File: config.mk
export PLATFORM = sky130hd
export DESIGN_NAME = traffic_phase_scheduler_flat
export DESIGN_NICKNAME = d
export VERILOG_FILES = /design/src/rtl/traffic_phase_scheduler_if.sv /design/src/rtl/traffic_phase_scheduler.sv /design/src/flat_wrapper.sv
export SDC_FILE = /design/constraint.sdc
export NUM_CORES = 1
export LEC_CHECK = 0
export BUFFER_PORTS_ARGS = -buffer_cell sky130_fd_sc_hd__clkbuf_2
export CORE_ASPECT_RATIO = 2
export CORE_MARGIN = 4
export CORE_UTILIZATION = 40
export DETAILED_ROUTE_END_ITERATION = 16
export HOLD_SLACK_MARGIN = 0.03
export PLACE_DENSITY = 0.64
export SETUP_SLACK_MARGIN = 0.3
export SLEW_MARGIN = 10
export SYNTH_ARGS = -nofsm -noshare
export SYNTH_HDL_FRONTEND = slang
export SYNTH_SLANG_ARGS = --single-unit
File: constraint.sdc
create_clock -name clk -period 4.1 [get_ports clk]
set_input_delay 0.205 -clock clk [delete_from_list [all_inputs] [get_ports clk]]
set_output_delay 0.205 -clock clk [all_outputs]
set_load 0.005 [all_outputs]
File: src/rtl/traffic_phase_scheduler_if.sv
// Signal bundle between the intersection sensors/lamps and the phase scheduler.
// The scheduler (slave) samples the queue counts and the emergency level every
// cycle and drives the lamp and debug outputs. The environment (master) does the
// reverse. There is no valid/ready pair: every signal is a level, so a value is
// consumed on each posedge clk and the outputs hold until the scheduler changes state.
interface traffic_phase_scheduler_if;
  logic [2:0] main_num;
  logic [2:0] left_num;
  logic [2:0] sec_num;
  logic [2:0] p_num;
  logic       s_emergency;
  logic [3:0] m_LRYG;
  logic [2:0] s_RYG;
  logic [2:0] p;
  logic [3:0] state_o;

  modport master (
    output main_num, left_num, sec_num, p_num, s_emergency,
    input  m_LRYG, s_RYG, p, state_o
  );

  modport slave (
    input  main_num, left_num, sec_num, p_num, s_emergency,
    output m_LRYG, s_RYG, p, state_o
  );
endinterface

File: src/rtl/traffic_phase_scheduler.sv
// Round-robin traffic phase sequencer: MAIN through, MAIN left, SECondary, PEDestrian.
// Greens are sized by live queue counts (min/max green, gap-out); an emergency
// vehicle on the secondary road preempts to secondary green. Lamps are decoded
// from the registered state, so they move in the same cycle as state_o.
module traffic_phase_scheduler #(
  parameter int TICK_DIV = 50_000_000,
  parameter int MIN_G    = 5,
  parameter int MAX_G    = 20,
  parameter int YEL_T    = 3,
  parameter int ALLRED_T = 1,
  parameter int WALK_T   = 6,
  parameter int FLASH_T  = 4
) (
  input  logic                       clk,
  input  logic                       rst,
  traffic_phase_scheduler_if.slave   bus
);

  typedef enum logic [3:0] {
    ST_ALL_RED   = 4'd0,
    ST_MAIN_G    = 4'd1,
    ST_MAIN_Y    = 4'd2,
    ST_LEFT_G    = 4'd3,
    ST_LEFT_Y    = 4'd4,
    ST_SEC_G     = 4'd5,
    ST_SEC_Y     = 4'd6,
    ST_PED_WALK  = 4'd7,
    ST_PED_FLASH = 4'd8,
    ST_EMERG     = 4'd9
  } state_e;

  typedef enum logic [1:0] {
    PH_MAIN = 2'd0,
    PH_LEFT = 2'd1,
    PH_SEC  = 2'd2,
    PH_PED  = 2'd3
  } phase_e;

  localparam int          PW        = (TICK_DIV > 1) ? $clog2(TICK_DIV) : 1;
  localparam logic [PW-1:0] PRESC_MAX = PW'(TICK_DIV - 1);
  localparam logic [8:0]  MIN_G_9   = 9'(MIN_G);
  localparam logic [8:0]  MAX_G_9   = 9'(MAX_G);

  state_e        state_q, state_d;
  phase_e        ptr_q, ptr_d;
  // Fixed-duration states count down remaining ticks; green states count up elapsed ticks.
  logic [7:0]    cnt_q, cnt_d;
  logic [PW-1:0] presc_q, presc_d;

  logic          tick;
  logic          emerg;
  logic          other_demand;
  logic [8:0]    g_plus1;
  logic          max_out;
  logic          min_met;
  logic          timer_done;
  logic          go;
  state_e        go_state;
  phase_e        next_phase;

  // Load value of the shared counter when a state is entered.
  function automatic logic [7:0] entry_count(input state_e s);
    case (s)
      ST_MAIN_Y, ST_LEFT_Y, ST_SEC_Y: entry_count = 8'(YEL_T);
      ST_ALL_RED:                     entry_count = 8'(ALLRED_T);
      ST_PED_WALK:                    entry_count = 8'(WALK_T);
      ST_PED_FLASH:                   entry_count = 8'(FLASH_T);
      default:                        entry_count = 8'd0;
    endcase
  endfunction

  // First eligible phase after the rotation pointer; MAIN is always eligible,
  // so the search always terminates with a valid phase.
  function automatic phase_e pick_phase(input phase_e ptr, input logic [2:0] ln,
                                        input logic [2:0] sn, input logic [2:0] pn);
    logic   found;
    phase_e cand;
    found      = 1'b0;
    pick_phase = PH_MAIN;
    for (int k = 1; k <= 4; k++) begin
      cand = phase_e'(2'(ptr + 2'(k)));
      if (!found) begin
        case (cand)
          PH_MAIN: begin found = 1'b1; pick_phase = PH_MAIN; end
          PH_LEFT: if (ln != 3'd0) begin found = 1'b1; pick_phase = PH_LEFT; end
          PH_SEC:  if (sn != 3'd0) begin found = 1'b1; pick_phase = PH_SEC;  end
          default: if (pn != 3'd0) begin found = 1'b1; pick_phase = PH_PED;  end
        endcase
      end
    end
  endfunction

  function automatic state_e green_of(input phase_e ph);
    case (ph)
      PH_MAIN: green_of = ST_MAIN_G;
      PH_LEFT: green_of = ST_LEFT_G;
      PH_SEC:  green_of = ST_SEC_G;
      default: green_of = ST_PED_WALK;
    endcase
  endfunction

  assign tick         = (presc_q == PRESC_MAX);
  assign emerg        = bus.s_emergency;
  assign other_demand = (bus.left_num != 3'd0) || (bus.sec_num != 3'd0) || (bus.p_num != 3'd0);
  assign g_plus1      = {1'b0, cnt_q} + 9'd1;
  assign max_out      = (g_plus1 == MAX_G_9);
  assign min_met      = (g_plus1 >= MIN_G_9);
  assign timer_done   = (cnt_q == 8'd1);
  assign next_phase   = pick_phase(ptr_q, bus.left_num, bus.sec_num, bus.p_num);

  // Next-state, counter, pointer and prescaler computation.
  always_comb begin
    state_d  = state_q;
    cnt_d    = cnt_q;
    ptr_d    = ptr_q;
    presc_d  = tick ? '0 : presc_q + 1'b1;
    go       = 1'b0;
    go_state = state_q;

    case (state_q)
      ST_MAIN_G: begin
        if (emerg) begin
          go = 1'b1; go_state = ST_MAIN_Y;
        end else if (tick) begin
          // MAIN rests while nothing else is waiting; elapsed saturates so it cannot wrap.
          if (other_demand && (max_out || (min_met && bus.main_num == 3'd0))) begin
            go = 1'b1; go_state = ST_MAIN_Y;
          end else if (!max_out) begin
            cnt_d = cnt_q + 8'd1;
          end
        end
      end
      ST_LEFT_G: begin
        if (emerg) begin
          go = 1'b1; go_state = ST_LEFT_Y;
        end else if (tick) begin
          if (max_out || (min_met && bus.left_num == 3'd0)) begin
            go = 1'b1; go_state = ST_LEFT_Y;
          end else begin
            cnt_d = cnt_q + 8'd1;
          end
        end
      end
      ST_SEC_G: begin
        // Emergency hands over to EMERG, which shows the same secondary green.
        if (emerg) begin
          go = 1'b1; go_state = ST_EMERG;
        end else if (tick) begin
          if (max_out || (min_met && bus.sec_num == 3'd0)) begin
            go = 1'b1; go_state = ST_SEC_Y;
          end else begin
            cnt_d = cnt_q + 8'd1;
          end
        end
      end
      ST_PED_WALK: begin
        if (emerg) begin
          go = 1'b1; go_state = ST_PED_FLASH;
        end else if (tick) begin
          if (timer_done) begin
            go = 1'b1; go_state = ST_PED_FLASH;
          end else begin
            cnt_d = cnt_q - 8'd1;
          end
        end
      end
      ST_MAIN_Y, ST_LEFT_Y, ST_SEC_Y, ST_PED_FLASH: begin
        if (tick) begin
          if (timer_done) begin
            go = 1'b1; go_state = ST_ALL_RED;
          end else begin
            cnt_d = cnt_q - 8'd1;
          end
        end
      end
      ST_ALL_RED: begin
        if (tick) begin
          if (timer_done) begin
            go = 1'b1;
            if (emerg) begin
              go_state = ST_EMERG;
            end else begin
              go_state = green_of(next_phase);
              ptr_d    = next_phase;
            end
          end else begin
            cnt_d = cnt_q - 8'd1;
          end
        end
      end
      ST_EMERG: begin
        // Clearing an emergency counts as having served the secondary road.
        if (!emerg) begin
          go = 1'b1; go_state = ST_SEC_Y;
          ptr_d = PH_SEC;
        end
      end
      default: begin
        go = 1'b1; go_state = ST_ALL_RED;
      end
    endcase

    if (go) begin
      state_d = go_state;
      cnt_d   = entry_count(go_state);
    end
  end

  // State, counter, pointer and prescaler registers with synchronous active-low reset.
  always_ff @(posedge clk) begin
    if (!rst) begin
      state_q <= ST_ALL_RED;
      cnt_q   <= 8'(ALLRED_T);
      ptr_q   <= PH_PED;
      presc_q <= '0;
    end else begin
      state_q <= state_d;
      cnt_q   <= cnt_d;
      ptr_q   <= ptr_d;
      presc_q <= presc_d;
    end
  end

  // Lamp decode straight from the registered state.
  always_comb begin
    bus.m_LRYG = 4'b0100;
    bus.s_RYG  = 3'b100;
    bus.p      = 3'b100;
    case (state_q)
      ST_MAIN_G:    bus.m_LRYG = 4'b0001;
      ST_MAIN_Y:    bus.m_LRYG = 4'b0010;
      ST_LEFT_G:    bus.m_LRYG = 4'b1100;
      ST_LEFT_Y:    bus.m_LRYG = 4'b0010;
      ST_SEC_G:     bus.s_RYG  = 3'b001;
      ST_SEC_Y:     bus.s_RYG  = 3'b010;
      ST_PED_WALK:  bus.p      = 3'b001;
      ST_PED_FLASH: bus.p      = 3'b010;
      ST_EMERG:     bus.s_RYG  = 3'b001;
      default: ;
    endcase
  end

  assign bus.state_o = state_q;

endmodule
File: src/flat_wrapper.sv
// flat-port wrapper written by rule: the top's interface ports become plain ports
module traffic_phase_scheduler_flat 
#(
  parameter int TICK_DIV = 50_000_000,
  parameter int MIN_G    = 5,
  parameter int MAX_G    = 20,
  parameter int YEL_T    = 3,
  parameter int ALLRED_T = 1,
  parameter int WALK_T   = 6,
  parameter int FLASH_T  = 4
)
  (clk, rst, bus_main_num, bus_left_num, bus_sec_num, bus_p_num, bus_s_emergency, bus_m_LRYG, bus_s_RYG, bus_p, bus_state_o);
  traffic_phase_scheduler_if bus_i ();
  input  logic clk;
  input  logic rst;
  input wire logic [$bits(bus_i.main_num)-1:0] bus_main_num;
  input wire logic [$bits(bus_i.left_num)-1:0] bus_left_num;
  input wire logic [$bits(bus_i.sec_num)-1:0] bus_sec_num;
  input wire logic [$bits(bus_i.p_num)-1:0] bus_p_num;
  input wire logic [$bits(bus_i.s_emergency)-1:0] bus_s_emergency;
  output wire logic [$bits(bus_i.m_LRYG)-1:0] bus_m_LRYG;
  output wire logic [$bits(bus_i.s_RYG)-1:0] bus_s_RYG;
  output wire logic [$bits(bus_i.p)-1:0] bus_p;
  output wire logic [$bits(bus_i.state_o)-1:0] bus_state_o;
  assign bus_i.main_num = bus_main_num;
  assign bus_i.left_num = bus_left_num;
  assign bus_i.sec_num = bus_sec_num;
  assign bus_i.p_num = bus_p_num;
  assign bus_i.s_emergency = bus_s_emergency;
  assign bus_m_LRYG = bus_i.m_LRYG;
  assign bus_s_RYG = bus_i.s_RYG;
  assign bus_p = bus_i.p;
  assign bus_state_o = bus_i.state_o;
  traffic_phase_scheduler #(.TICK_DIV(TICK_DIV), .MIN_G(MIN_G), .MAX_G(MAX_G), .YEL_T(YEL_T), .ALLRED_T(ALLRED_T), .WALK_T(WALK_T), .FLASH_T(FLASH_T)) u_core (.clk(clk), .rst(rst), .bus(bus_i));
endmodule
**After elaboration in Yosys (flattened, before gate mapping)**

Index checks and enable logic that the tools add are counted.
Widths: inputs -> output; s select.

- Shift-type cells: 0
- Add/sub/neg operators: 7
- Multiply operators: 0
- Muxes and demuxes: 85
- Bitwise operators: 1
- Eq/ne operators: 42
- Reduce and logical (&&, ||, !) cells: 32
- $lt $le $gt $ge: 1
- Divide/modulo/power cells: 0

Operator list:

| operator | count |
|---|---|
| $mux 8 | 14 |
| $mux 4 | 18 |
| $pmux 8 s5 | 1 |
| $mux 2 | 18 |
| $eq 4x3->1 const B | 7 |
| $pmux 4 s7 | 1 |
| $add 26x1->26 const B | 1 |
| $eq 26x26->1 const B | 1 |
| $pmux 2 s3 | 4 |
| $ne 3x2->1 const B | 7 |
| $mux 1 | 19 |
| $eq 4x2->1 const B | 3 |
| $eq 4x4->1 const B | 3 |
| $pmux 3 s2 | 2 |
| $pmux 3 s4 | 1 |
| $pmux 4 s3 | 1 |
| $reduce_and 12->1 | 1 |
| $eq 2x1->1 const B | 5 |
| $eq 2x2->1 const B | 5 |
| $logic_not 2->1 | 5 |
| $add 8x1->9 const B | 1 |
| $eq 9x5->1 const B | 1 |
| $ge 9x3->1 const B | 1 |
| $logic_not 3->1 | 3 |
| 26 further kinds | 45 |

- RAM bits: 0
- Output and inout port bits: 14
- Input port bits: 15
- Word-level logic and storage cells: 172
- Flip-flop bits (word level): 40
- Memories: 0
- Bits in read-only memories: 0
- Latch bits: 0

**Logic depth before layout (Yosys ltp)**

Gate-level depths: netlist (run 1).

- Depth after elaboration: 22
- Mapped depth: 12
- Depth with buffers taken out: 11

**Least setup slack after synthesis (run 1)**

Ideal clock, no wire load.

- Kind: reg2reg
- Start point: reg u_core.cnt_q[0]
- End point: reg u_core.cnt_q[1]
- Stages on the path, launching flop included: 13
- Required time: 3.981 ns
- Buffers on the path: 1
- Data arrival time: 2.490 ns
- Setup slack: 1.491 ns
- Period minus slack after synthesis: 2.609 ns
- Library setup time: 0.119 ns
- Path through: dfxtp_1 clkbuf_1 inv_1 ha_1 nor2_1 o211ai_1 o221ai_2 nand3_2 and3_4 o311ai_1 and2_2 a21boi_0 o221a_1

- Word-level cells in the longest chain between the ends: 13
- Elaborated cells on any way between the ends: 79
- Those cells by class: add/sub: 3; order compare: 1; eq/ne: 18; mux: 46; reduce/logical: 11

RTL lines:

| element | RTL line | source |
|---|---|---|
| start: declaration | traffic_phase_scheduler.sv:47 | `logic [7:0] cnt_q, cnt_d;` |
| start signal: assignment | traffic_phase_scheduler.sv:213 | `cnt_q <= 8'(ALLRED_T);` |
| start signal: assignment | traffic_phase_scheduler.sv:218 | `cnt_q <= cnt_d;` |
| $add 8x1->9 | traffic_phase_scheduler.sv:105 | `assign g_plus1 = {1'b0, cnt_q} + 9'd1;` |
| $ge 9x3->1 | traffic_phase_scheduler.sv:107 | `assign min_met = (g_plus1 >= MIN_G_9);` |
| $logic_and 1x1->1 | traffic_phase_scheduler.sv:126 | `if (other_demand && (max_out \|\| (min_met && bus.main_num == 3'd0))) begin` |
| $logic_or 1x1->1 | traffic_phase_scheduler.sv:126 |  |
| $logic_and 1x1->1 | traffic_phase_scheduler.sv:126 |  |
| $mux 4 | traffic_phase_scheduler.sv:126 |  |
| $mux 4 | traffic_phase_scheduler.sv:124 | `end else if (tick) begin` |
| $mux 4 | traffic_phase_scheduler.sv:122 | `if (emerg) begin` |
| $pmux 4 s7 | traffic_phase_scheduler.sv:120 | `case (state_q)` |
| $eq 4x2->1 or $eq 4x3->1 (tied branches) | traffic_phase_scheduler.sv:63 | `case (s)` |
| $reduce_or 3->1 | traffic_phase_scheduler.sv:63 |  |
| $pmux 3 s4 | traffic_phase_scheduler.sv:63 |  |
| $mux 8 | traffic_phase_scheduler.sv:203 | `if (go) begin` |

Several ways; a longest one is shown, not always the timed one. The select of a mux whose other input is x is not followed.
A chain may end at the register's enable or synchronous reset.

**Worst setup path in the final report (run 1)**

- Start point: reg u_core.cnt_q[1]
- End point: reg u_core.cnt_q[1]

The elaborated chain is that of the path after synthesis.

==> out/qor.yml, run 1 <==
critical_path:
  crit_chain: "ha_1 > nand2_1 > or4_1 > a21o_1 > nor4_1 > o21ai_0 > a21boi_0 > o221a_1"
  rr_endpoint: "u_core.cnt_q[1]"
  crit_fanout: 12
  critPathArrivalTime_ns: 3.48
  cpPeakStageDelay_ns: 0.58
  crit_path_end_kind: "flip-flop"
  r2r_start: "u_core.cnt_q[1]"
  required_ns: 4.28
  cp-start-kind: "flip-flop"
  crit_buf_inv: 0
  path_depth: 8
  slowest_stage: "dfxtp_1"
  timing.critical_path.max_delay_family: "simple AND/OR/NAND/NOR gates"
  r2r_slack_ns: 0.80
  reg2regPathDepth: 8
  setup.worst_path.class: "reg2reg"
logic_synthesis:
  ys_seq_area_frac: 0.273
  yosys_warnings: 0
  synthTopCellsByArea: "dfxtp_1 27%, nor2_1 7.4%, xor2_1 6.3%, nand2_1 5.8%, nand3_1 3.2%"
  synth_top_area_share: 0.273
  postSynthCellCount: 376
  synth_top_flop_cell: "dfxtp_1"
  yosysMostFrequentCell: "nor2_1"
  synth_top_area_cell: "dfxtp_1"
  synth_fp_nets: 396
  synth.avg_cell_area_um2: 7.81
  syn_area_um2: 2940
  synthTopCellsByCount: "58 x nor2_1, 45 x nand2_1, 40 x dfxtp_1"
  synth-edff-count: 0
  synth.distinct_cells: 77
  async_flop_share: 0
  ys_ff_latch: 40
floorplanning:
  start_util: 0.407
  die_w_um: 68.6
  die_height_um: 129
  core-area_um2: 7210
  die_area_um2: 8860
  ios: 29
  placementRows: 44
flow_run:
  drv_cap: 0
placed_design:
  dp_hpwl_um: 6100
  io_buffers: 28
  gp_congestion: 0.931
run_status:
  status: "finished, final reports clean"
drt:
  ant_nets: 0
  routed_wl_um: 7910
  drcViolationCount: 0
  wl_per_cell_um: 16.1
  via_count: 2868
  drt_first_pass_iters: 6
  initialDrtViolationCount: 126
  vias_per_cell: 5.85
clock_network:
  h-tree-depth: 2
  path_clk_slew_ns: 0.06
  postCtsSetupBuffers: 0
  holdBufCountCts: 0
  post_cts_resized: 0
  cts_tree: "built"
  cts_root_buffer: "clkbuf_16"
  cts_sinks: 40
  cts_made_buffers: 5
  clk_path_buf_depth: 2
  clk_latency_ns: 0.29
global_route:
  grt_max_degree: 25
  track_usage: 0.188
  antenna_found_initial: 0
  grt_pass1_wl_um: 12600
  grt_pass1_vias: 2686
  grt-ovfl-total: 0
worst_hold_path:
  min_path_cells: 2
  min_from: "rst"
  hp-class: "in2reg"
  holdPathEnd: "u_core.ptr_q[0]"
timing:
  finalCriticalPeriod_ns: 3.30
  period_share: 0.805
  final.setup.tns_ns: 0
  maxSlewViolCount: 0
  skew_ns: 0.00397
  finalSetupViolCount: 0
  hold_viol: 0
  slew_headroom: 0.461
  rsz0062_at_grt: "no"
  max_freq_mhz: 303
  tightest_slew_ns: 0.807
layout:
  drive_above_1_share: 0.178
  syn_to_final_growth_pct: 10.9
  diodes: 0
  fin_nets: 417
  nFillCells: 740
power:
  pwr-share-seq: 0.478
  p_sw_w: 0.000195
  finalPower_w: 0.000823
  clock_power_share: 0.491
  p_per_area_nw_per_um2: 253
  internal_power_w: 0.000628
  p_sw_frac: 0.237
  ir_drop_mv: 0.268
  p_comb_frac: 0.031
  p_leak_nw: 1.24
## stage by stage
step                      setup slack, ns  std cells  hold WS [ns]  cell area [um2]   util
final                               0.801        490         0.292             3260  0.451
after global routing                0.697        490         0.320             3260  0.451
after CTS                           0.917        490         0.295             3260  0.451
after detailed placement            0.921        482         0.465             3110  0.431
after global placement              0.996        482         0.448             3110  0.431
after floorplan                      1.49        376         0.398             2940      -
## worst reg2reg max path, stage by stage (launching register included)
cell,delay [ns]
dfxtp_1,0.58
ha_1,0.51
nand2_1,0.08
or4_1,0.45
a21o_1,0.24
nor4_1,0.57
o21ai_0,0.32
a21boi_0,0.21
o221a_1,0.24
## final cells by class
cell class | count | area, um2 | share of cell area
multi-input cells | 306 | 1970 | 0.605
flip-flops and latches | 40 | 801 | 0.246
repair buffers | 34 | 185 | 0.0569
clock buffers | 5 | 125 | 0.0384
well taps | 92 | 115 | 0.0354
inverters | 10 | 37.5 | 0.0115
clock inverters | 3 | 21.3 | 0.00653
## cell families (layout without fill, tap and decap cells)
group	after synthesis	in the layout	share of synthesized area
flip-flops	40	40	0.273
adder cells (fa/ha/maj)	6	6	0.0251
AND/OR/NAND/NOR	194	194	0.361
AO/OA/AOI/OAI	73	73	0.186
multiplexers	2	2	0.00682
buffers and inverters	30	52	0.0558
XOR/XNOR	31	31	0.0925
## metal layers
| layer | global-route usage | wire, um | vias to the layer above |
|---|---|---|---|
| met3 | 0.0312 | 301 | 32 |
| met1 | 0.174 | 2680 | 1347 |
| li1 | - | - | 1385 |
| met2 | 0.350 | 4450 | 104 |
| met4 | 0.131 | 486 | 0 |
| met5 | 0 | 0 | - |
## cell usage in the layout (no fill, tap or decap), drive strengths merged, types with 10 or more instances in the layout
master  count
xor2       21
nand3      20
dfxtp      40
nor3       14
xnor2      10
a21oi      14
nand2      45
clkbuf     33
nor2       58
inv        11
o21ai      16
## worst max path at each step
stage	startpoint	endpoint	slack [ns]
final	u_core.cnt_q[1]	u_core.cnt_q[1]	0.80
after CTS	u_core.cnt_q[1]	u_core.cnt_q[1]	0.92
after global routing	u_core.cnt_q[1]	u_core.cnt_q[1]	0.70
after global placement	u_core.cnt_q[1]	u_core.cnt_q[1]	1.0
after detailed placement	u_core.cnt_q[1]	u_core.cnt_q[1]	0.92
after floorplan	u_core.cnt_q[0]	u_core.cnt_q[1]	1.49
## power groups by stage
stage / registers (W) / logic (W) / clock network, W
after detailed placement: 0.000402 / 0.0000259 / 0
final: 0.000394 / 0.0000256 / 0.000404
after CTS: 0.000393 / 0.0000260 / 0.000411
after global routing: 0.000393 / 0.0000283 / 0.000424
after global placement: 0.000402 / 0.0000254 / 0
after floorplan: 0.000401 / 0.0000146 / 0
## state kept, by name (all words and copies together) (netlist names)
name and flops:
u_core.bus.state_o 4, u_core.presc_q 26, u_core.cnt_q 8, u_core.ptr_q 2
Note: power is estimated with default switching activity, not from simulation.
==> inputs of run 2 (changes only) <==
Settings changed: ABC_AREA set to 1, PLACE_DENSITY 0.64 to 0.66.
Clock period 4.1 ns to 2.7 ns, I/O delays scaled along.
==> run 2 against run 1 <==
Compared with the run above: combinational power is 71% higher; utilization rose by 7.9 points; critical path depth grew 11; power grew 48%; highest routed layer unchanged.
==> out/qor.yml, run 2 <==
run_status:
  status: "finished, final reports clean"
power:
  ir_drop_mv: 0.298  # +11%
  p_leak_nw: 1.67  # +34%
  p_per_area_nw_per_um2: 319  # +26%
  finalPower_w: 0.00122  # +48%
global_route:
  grt_pass1_vias: 3070  # +14%
  grt-ovfl-total: 0  # unchanged
  antenna_found_initial: 0  # unchanged
  grt_pass1_wl_um: 13600  # +7.7%
  track_usage: 0.204  # +0.0158
  grt_max_degree: 14  # -44%
drt:
  via_count: 3383  # +18%
  drt_first_pass_iters: 6  # unchanged
  drcViolationCount: 0  # unchanged
  routed_wl_um: 9050  # +14%
  wl_per_cell_um: 14.5  # -10%
  ant_nets: 0  # unchanged
  initialDrtViolationCount: 193  # +53%
  vias_per_cell: 5.41  # -7.5%
timing:
  tightest_slew_ns: 0.557  # -0.250 ns
  final.setup.tns_ns: 0  # unchanged
  skew_ns: 0.00682  # +0.00286 ns
  hold_viol: 0  # unchanged
  rsz0062_at_grt: "yes"
  slew_headroom: 0.627  # +0.166
  finalCriticalPeriod_ns: 2.30  # -1.00 ns
  setup_slack_ns: 0.403  # -0.398 ns
  period_share: 0.851  # +0.0462
  maxSlewViolCount: 0  # unchanged
  fin_hold_ws_ns: 0.275  # -0.0167 ns
  max_freq_mhz: 435  # +44%
  finalSetupViolCount: 0  # unchanged
clock_network:
  h-tree-depth: 2  # unchanged
  cts_tree: "built"
  cts_root_buffer: "clkbuf_16"
  path_clk_slew_ns: 0.06  # about the same
  clk_path_buf_depth: 2  # unchanged
  cts_sinks: 40  # unchanged
  cts_made_buffers: 5  # unchanged
  clk_latency_ns: 0.29  # about the same
layout:
  drive_above_1_share: 0.302  # +0.124
  layout_common_cells: "101 x nand2_1, 60 x inv_1, 50 x nor2_1"
  nFillCells: 719  # -2.8%
  largest_reg_flops: 26  # unchanged
  syn_to_final_growth_pct: 30.3
  largest_register: "u_core.presc_q"
  diodes: 0  # unchanged
  fin_nets: 553  # +33%
  final_common_cell: "nand2_1"
  final_area_um2: 3830  # +18%
logic_synthesis:
  synth_fp_nets: 496  # +25%
  synth_top_area_share: 0.273  # about the same
  synth-edff-count: 0  # unchanged
  ys_seq_area_frac: 0.273  # about the same
  postSynthCellCount: 476  # +27%
  ys_ff_latch: 40  # unchanged
  synth.distinct_cells: 44  # -43%
  synthTopCellsByCount: "114 x nand2_1, 67 x inv_1, 60 x nor2_1"
  async_flop_share: 0  # unchanged
  synthTopCellsByArea: "dfxtp_1 27%, nand2_1 15%, inv_1 8.6%, nor2_1 7.7%, nand3_1 4.9%"
  synth.avg_cell_area_um2: 6.17  # -21%
  synth_top_area_cell: "dfxtp_1"
  synth_top_flop_cell: "dfxtp_1"
  yosysMostFrequentCell: "nand2_1"
  syn_area_um2: 2940  # about the same
  yosys_warnings: 0  # unchanged
critical_path:
  r2r_slack_ns: 0.40  # -0.40 ns
  crit_path_end_kind: "flip-flop"
  crit_fanout: 8  # -4
  cp-start-kind: "flip-flop"
  critPathArrivalTime_ns: 2.52  # -0.96 ns
  reg2regPathDepth: 19  # +11
  setup.worst_path.class: "reg2reg"
  required_ns: 2.92  # -1.36 ns
worst_hold_path:
  min_path_cells: 2  # unchanged
  hp-class: "in2reg"
floorplanning:
  ios: 29  # unchanged
  die_area_um2: 8860  # about the same
  placementRows: 44  # unchanged
  core-area_um2: 7210  # unchanged
  die_w_um: 68.6  # about the same
  start_util: 0.407  # about the same
  die_height_um: 129  # about the same
flow_run:
  drv_cap: 0  # unchanged
placed_design:
  io_buffers: 28  # unchanged
  place_area_um2: 3200  # +3.1%
  place_ws_ns: 0.160  # -0.761 ns
  dp_hpwl_um: 6890  # +13%
  gp_congestion: 0.957  # +2.8%
[run 2: area by class of cell]
class,instances,area [um2],area share
Inverter,73,284,0.0742
Clock buffer,5,125,0.0327
Clock inverter,2,12.5,0.00327
Timing Repair Buffer,59,380,0.0994
Tap cell,92,115,0.0301
Multi-Input combinational cell,354,2090,0.546
Sequential cell,40,820,0.214
[run 2: final timing paths]
| check | from | endpoint |
|---|---|---|
| max | u_core.cnt_q[2] | u_core.cnt_q[1] |
| max reg2reg | u_core.cnt_q[2] | u_core.cnt_q[1] |
| min | rst | u_core.cnt_q[0] |
| min reg2reg | u_core.presc_q[0] | u_core.presc_q[0] |
[run 2: routing by layer]
layer  vias up  routed length, um  global-route usage
met1      1548               3120               0.189
met2       129               4980               0.370
met3        43                341              0.0321
met4         0                614               0.162
met5         -                  0                   0
li1       1663                  -                   -
[run 2: worst max-delay path, stage by stage, from the launching register on]
cell,delay (ns)
dfxtp_4,0.42
inv_2,0.07
nor2_4,0.15
nand3_1,0.10
nand2_2,0.13
nand2_1,0.11
nor2_4,0.12
nand3_4,0.10
nand2_2,0.11
nand2_4,0.08
nand2_4,0.08
nand2_2,0.06
nand2_4,0.10
nand2_2,0.07
nor2_4,0.14
buf_6,0.14
nor2_4,0.04
nand2_1,0.05
nand2_1,0.06
a21oi_2,0.11
[run 2: power by group]
part	total (W)	internal (W)	switching [W]
Clock	0.000583	0.000336	0.000248
Sequential	0.000593	0.000591	0.00000233
Combinational	0.0000438	0.0000169	0.0000269
[run 2: timing repair]
item                       CTS  global route
setup endpoints to repair    9            16
hold buffers                 0             0
resized for setup            8            78
cloned                       0             0
pin swaps                    2            36
setup buffers                2            22
hold endpoints to repair     0             0
[run 2: kinds of logic (layout without fill, tap and decap cells)]
group,Yosys count,in the layout,share of synthesized area
AND/OR/NAND/NOR,282,282,0.452
buffers and inverters,82,139,0.107
AO/OA/AOI/OAI,60,60,0.126
flip-flops,40,40,0.273
XOR/XNOR,7,7,0.0209
adder cells (fa/ha/maj),5,5,0.0213
[run 2: through the flow]
| stage | utilization | std cells |
|---|---|---|
| after floorplan | - | 476 |
| after global placement | 0.444 | 594 |
| after detailed placement | 0.444 | 594 |
| after CTS | 0.469 | 603 |
| after global routing | 0.531 | 625 |
| final | 0.531 | 625 |
